File: config.mk
export PLATFORM = sky130hd
export DESIGN_NAME = mem_access_unit
export DESIGN_NICKNAME = d
export VERILOG_FILES = /design/src/rtl/mem_ctrl_pkg.sv /design/src/rtl/mem_lat_timer.sv /design/src/rtl/mem_access_unit.sv
export SDC_FILE = /design/constraint.sdc
export NUM_CORES = 1
export LEC_CHECK = 0
export BUFFER_PORTS_ARGS = -buffer_cell sky130_fd_sc_hd__buf_4
export CORE_MARGIN = 2
export CORE_UTILIZATION = 46
export DETAILED_ROUTE_END_ITERATION = 8
export GPL_TIMING_DRIVEN = 1
export PLACE_DENSITY = 0.81
export SLEW_MARGIN = 0
export SYNTH_ARGS = -nofsm -noshare
export SYNTH_HDL_FRONTEND = slang
export SYNTH_SLANG_ARGS = --single-unit
File: constraint.sdc
create_clock -name clk -period 2.1 [get_ports clk]
set_clock_uncertainty 0.2 [all_clocks]
set_input_delay 0.42 -clock clk [delete_from_list [all_inputs] [get_ports clk]]
set_output_delay 0.42 -clock clk [all_outputs]
set_load 0.05 [all_outputs]
File: src/rtl/mem_ctrl_pkg.sv
// mem_ctrl_pkg: memory-control opcodes, MIR field position and FSM states shared with the microsequencer
package mem_ctrl_pkg;
  localparam logic [2:0] MEM_FETCH = 3'b100;
  localparam logic [2:0] MEM_READ  = 3'b010;
  localparam logic [2:0] MEM_WRITE = 3'b001;
  localparam logic [2:0] MEM_NONE  = 3'b000;
  localparam int MIR_W       = 30;
  localparam int MIR_MEM_LSB = 5;
  localparam int MIR_MEM_MSB = 7;
  typedef enum logic [1:0] {IDLE, REQ, WAIT, CAPT} state_t;
  function automatic logic op_legal(input logic [2:0] op);
    return op == MEM_NONE || op == MEM_FETCH || op == MEM_READ || op == MEM_WRITE;
  endfunction
endpackage

File: src/rtl/mem_lat_timer.sv
// mem_lat_timer: loadable down-counter; expire flags the decrement that lands on zero
module mem_lat_timer #(
  parameter int W = 2
) (
  input  logic         clk,
  input  logic         rst,
  input  logic         load,
  input  logic [W-1:0] value,
  output logic         expire
);
  logic [W-1:0] cnt;
  always_ff @(posedge clk)
    if (rst) cnt <= '0;
    else if (load) cnt <= value;
    else if (cnt != '0) cnt <= cnt - W'(1);
  assign expire = cnt <= W'(1);
endmodule

File: src/rtl/mem_access_unit.sv
// mem_access_unit: executes MIR FETCH/READ/WRITE against the instruction and data memories
module mem_access_unit
  import mem_ctrl_pkg::*;
#(
  parameter int DATA_W  = 16,
  parameter int ADDR_W  = 16,
  parameter int MEM_LAT = 2
) (
  input  logic              clk,
  input  logic              rst,
  input  logic              mir_stb,
  input  logic [2:0]        mem_op,
  input  logic [ADDR_W-1:0] pc,
  input  logic [ADDR_W-1:0] mar,
  input  logic [DATA_W-1:0] wdata_in,
  output logic [ADDR_W-1:0] imem_addr,
  output logic              imem_rd,
  input  logic [DATA_W-1:0] imem_rdata,
  output logic [ADDR_W-1:0] dmem_addr,
  output logic              dmem_rd,
  output logic              dmem_wr,
  output logic [DATA_W-1:0] dmem_wdata,
  input  logic [DATA_W-1:0] dmem_rdata,
  output logic [DATA_W-1:0] mbr,
  output logic [7:0]        mbru,
  output logic              busy,
  output logic              done,
  output logic              err
);
  state_t     state;
  logic [2:0] op;
  logic       expire;

  mem_lat_timer #(.W(2)) u_timer (
    .clk(clk), .rst(rst), .load(state == REQ), .value(2'(MEM_LAT - 1)), .expire(expire)
  );

  always_ff @(posedge clk) begin
    if (rst) begin
      state <= IDLE;
      op <= MEM_NONE;
      imem_addr <= '0;
      dmem_addr <= '0;
      dmem_wdata <= '0;
      imem_rd <= 1'b0;
      dmem_rd <= 1'b0;
      dmem_wr <= 1'b0;
      mbr <= '0;
      mbru <= '0;
      busy <= 1'b0;
      done <= 1'b0;
      err <= 1'b0;
    end else begin
      imem_rd <= 1'b0;
      dmem_rd <= 1'b0;
      dmem_wr <= 1'b0;
      done <= 1'b0;
      case (state)
        IDLE:
          if (mir_stb) begin
            if (!op_legal(mem_op)) err <= 1'b1;
            else if (mem_op != MEM_NONE) begin
              op <= mem_op;
              busy <= 1'b1;
              state <= REQ;
              if (mem_op == MEM_FETCH) begin
                imem_addr <= pc;
                imem_rd <= 1'b1;
              end else begin
                dmem_addr <= mar;
                dmem_rd <= mem_op == MEM_READ;
                dmem_wr <= mem_op == MEM_WRITE;
                if (mem_op == MEM_WRITE) dmem_wdata <= wdata_in;
              end
            end
          end
        REQ:
          if (op == MEM_WRITE) begin
            done <= 1'b1;
            busy <= 1'b0;
            state <= IDLE;
          end else state <= MEM_LAT == 1 ? CAPT : WAIT;
        WAIT:
          if (expire) state <= CAPT;
        CAPT: begin
          mbr <= op == MEM_FETCH ? imem_rdata : dmem_rdata;
          if (op == MEM_FETCH) mbru <= imem_rdata[DATA_W-1:DATA_W-8];
          done <= 1'b1;
          busy <= 1'b0;
          state <= IDLE;
        end
        default: state <= IDLE;
      endcase
      // a strobe arriving mid-access is dropped but flagged
      if (mir_stb && state != IDLE) err <= 1'b1;
    end
  end
endmodule

==> flow_metrics.py <==
metrics = {
    "clock_tree": {
        "clk_pin_slew_worst_paths_ns": 0.08,
        "cts_root_buf": "clkbuf_8",
        "clk_latency_ns": 0.33,
        "cts.path.max_buffers": 2,
        "clock_sinks": 85,
        "cts_tree": "done",
        "htree_levels": 3,
        "numCtsBuffers": 9,
    },
    "sta": {
        "fmax_ghz": 0.5121,
        "maxSlewHeadroom": 0.6845,
        "final.min_clock_period_ns": 1.953,
        "rsz0062_at_grt": "false",
        "drv_slew": 0,
        "whs_ns": 0.1159,
        "setup_tns_ns": 0,
        "hold_violations": 0,
        "worst_pin_slew_ns": 0.4733,
        "min_period_over_period": 0.9299,
        "final-setup-viol-count": 0,
        "setup_ws_ns": 0.1471,
    },
    "worst_setup_path": {
        "reg2regPathDepth": 7,
        "criticalPathCategory": "reg -> reg",
        "crit_path_end": "dmem_wdata[0]$_SDFFE_PP0P_",
        "cp_max_fo": 17,
        "regToRegSetupSlack_ns": 0.15,
        "r2r-start": "state[0]$_SDFFE_PP0P_",
        "r2r_end": "dmem_wdata[0]$_SDFFE_PP0P_",
        "cp-start-kind": "register",
        "crit_start": "state[0]$_SDFFE_PP0P_",
        "cp-end-kind": "register",
        "crit_required_ns": 2.11,
        "cp.arrival_ns": 1.96,
    },
    "route": {
        "viasPerCell": 4.808,
        "drtIter0Drc": 65,
        "wl_per_cell_um": 13.27,
        "wl_um": 8228,
        "drc": 0,
        "first_pass_iters": 4,
        "vias": 2981,
        "ant_nets": 0,
    },
    "logic_synthesis": {
        "synth_nets": 449,
        "synth_area_leader_cell": "dfxtp_1",
        "synth_edf_count": 0,
        "ys_seq_area_frac": 0.5067,
        "ys_top_cells_by_area": "dfxtp_1 (51%), mux2i_1 (15%), nor2_1 (6.5%)",
        "syn_area_mm2": 0.003358,
        "async_reset_ff_frac": 0,
        "syn_area_per_cell_um2": 9.433,
        "synth_top_area_share": 0.5067,
        "synthesis.instances": 356,
        "ys_dominant_reg_cell": "dfxtp_1",
        "synth-seq-cells": 85,
        "synth_cell_type_count": 35,
        "yosysWarnings": 0,
    },
    "place": {
        "hpwl_um": 6222,
        "gp_congestion": 0.7959,
        "numPortBuffers": 163,
        "post-place-ws_ns": 0.07648,
    },
    "flow_run": {
        "timing.max_cap.violations": 0,
    },
    "grt": {
        "grt_pass1_wl_um": 12140,
        "grt.total_usage": 0.1943,
        "grt_max_degree": 38,
        "grt_pass1_vias": 2736,
        "antenna_found_initial": 0,
        "grt.overflow.total": 0,
    },
    "final_layout": {
        "final_common_cell": "buf_4",
        "final_cell_mix": "buf_4 (173), dfxtp_1 (85), nor2_1 (58), nand2_1 (50), mux2i_1 (49)",
        "area_growth_pct": 45.75,
        "drive_above_1_share": 0.3800,
        "antenna_cells": 0,
        "fin_util": 0.6821,
        "nets": 609,
    },
    "floorplanning": {
        "io_pins": 164,
        "num_rows": 31,
        "die_height_um": 89.44,
        "die_x_um": 89.44,
        "initial_core_util": 0.4680,
        "core_mm2": 0.007176,
        "dieArea_mm2": 0.008000,
    },
    "hold_path": {
        "min_from": "wdata_in[12]",
        "hp-class": "in -> reg",
    },
    "power_and_ir_drop": {
        "leakage_nw": 2.069,
        "power_density_mw_per_mm2": 732.2,
        "total_power_mw": 3.584,
        "ir_drop_mv": 0.4150,
    },
    "outcome": {
        "status": "complete, no violations",
    },
}
[worst min path at each step]
stage,to,slack (ns),cells past startpoint
after floorplan,register,0.27,2
final,dmem_wdata[12]$_SDFFE_PP0P_,0.12,3
after global placement,dmem_addr[13]$_SDFFE_PP0P_,0.24,2
after global routing,imem_addr[10]$_SDFFE_PP0P_,0.11,3
after detailed placement,dmem_addr[4]$_SDFFE_PP0P_,0.25,2
after CTS,dmem_wdata[2]$_SDFFE_PP0P_,0.10,3
[stage by stage]
step | instances | instance area (µm²)
global placement | 604 | 4673
CTS | 620 | 4875
finish | 620 | 4895
floorplan | 356 | 3358
detailed placement | 604 | 4673
global route | 620 | 4895
[synth_stat cells (all sizes together), types with 2 or more instances]
cell	number
nand2	51
nor3b	3
nor2	58
o21a	2
dfxtp	85
xnor2	2
inv	8
clkbuf	14
a21oi	30
buf	11
nor3	2
ha	7
mux2i	49
nor4b	2
o311ai	2
a211oi	17
and2	2
[report_power, final]
part | internal, mW | leakage [nW] | switching, mW
Clock | 0.585 | 0.0995 | 0.554
Combinational | 0.314 | 1.28 | 0.405
Sequential | 1.68 | 0.688 | 0.0466
[worst max-delay path: stages (launching register included)]
cell and delay (ns):
dfxtp_1 0.36, inv_1 0.12, ha_1 0.24, nand2_2 0.14
nor4b_4 0.29, buf_12 0.21, mux2i_1 0.21, nor2_1 0.06
[cells by family (layout without fill, tap and decap cells)]
logic type | count (synthesis) | count (layout) | synth area share
AOI/OAI and AO/OA | 56 | 56 | 0.1058
xor gates and xnor gates | 2 | 2 | 0.007453
adders and majority gates | 7 | 7 | 0.02608
buffers and inverters | 33 | 198 | 0.05216
DFF | 85 | 85 | 0.5067
muxes | 49 | 49 | 0.1461
and+or+nand+nor | 124 | 124 | 0.1557
[routing by layer]
layer | part of all wire | track usage | up-vias
met5 | 0 | 0 | -
met4 | 0.012 | 0.07734 | 0
met3 | 0.097 | 0.06464 | 8
met2 | 0.48 | 0.3421 | 114
met1 | 0.41 | 0.2154 | 1346
li1 | - | - | 1513
[final cells by class]
class	count	area [µm²]
clock buffers	11	141.4
clock inverters	5	60.06
fillers	568	2281
inverters	8	30.03
multi-input cells	238	1519
flip-flops and latches	85	1702
well taps	99	123.9
repair buffers	174	1319
[state kept, by name, summed over array words and instances (netlist names), named ones only]
| register | count |
|---|---|
| busy | 1 |
| dmem_addr | 16 |
| dmem_rd | 1 |
| dmem_wdata | 16 |
| dmem_wr | 1 |
| done | 1 |
| err | 1 |
| imem_addr | 16 |
| imem_rd | 1 |
| mbr | 16 |
| mbru | 8 |
| op | 3 |
| state | 1 |
| u_timer.cnt | 2 |
[timing repair]
action	CTS	global route
setup endpoints to repair	0	32
resized for setup	0	3
hold buffers	0	0
buffers inserted	0	0
Power figures use the tool's default switching activity.
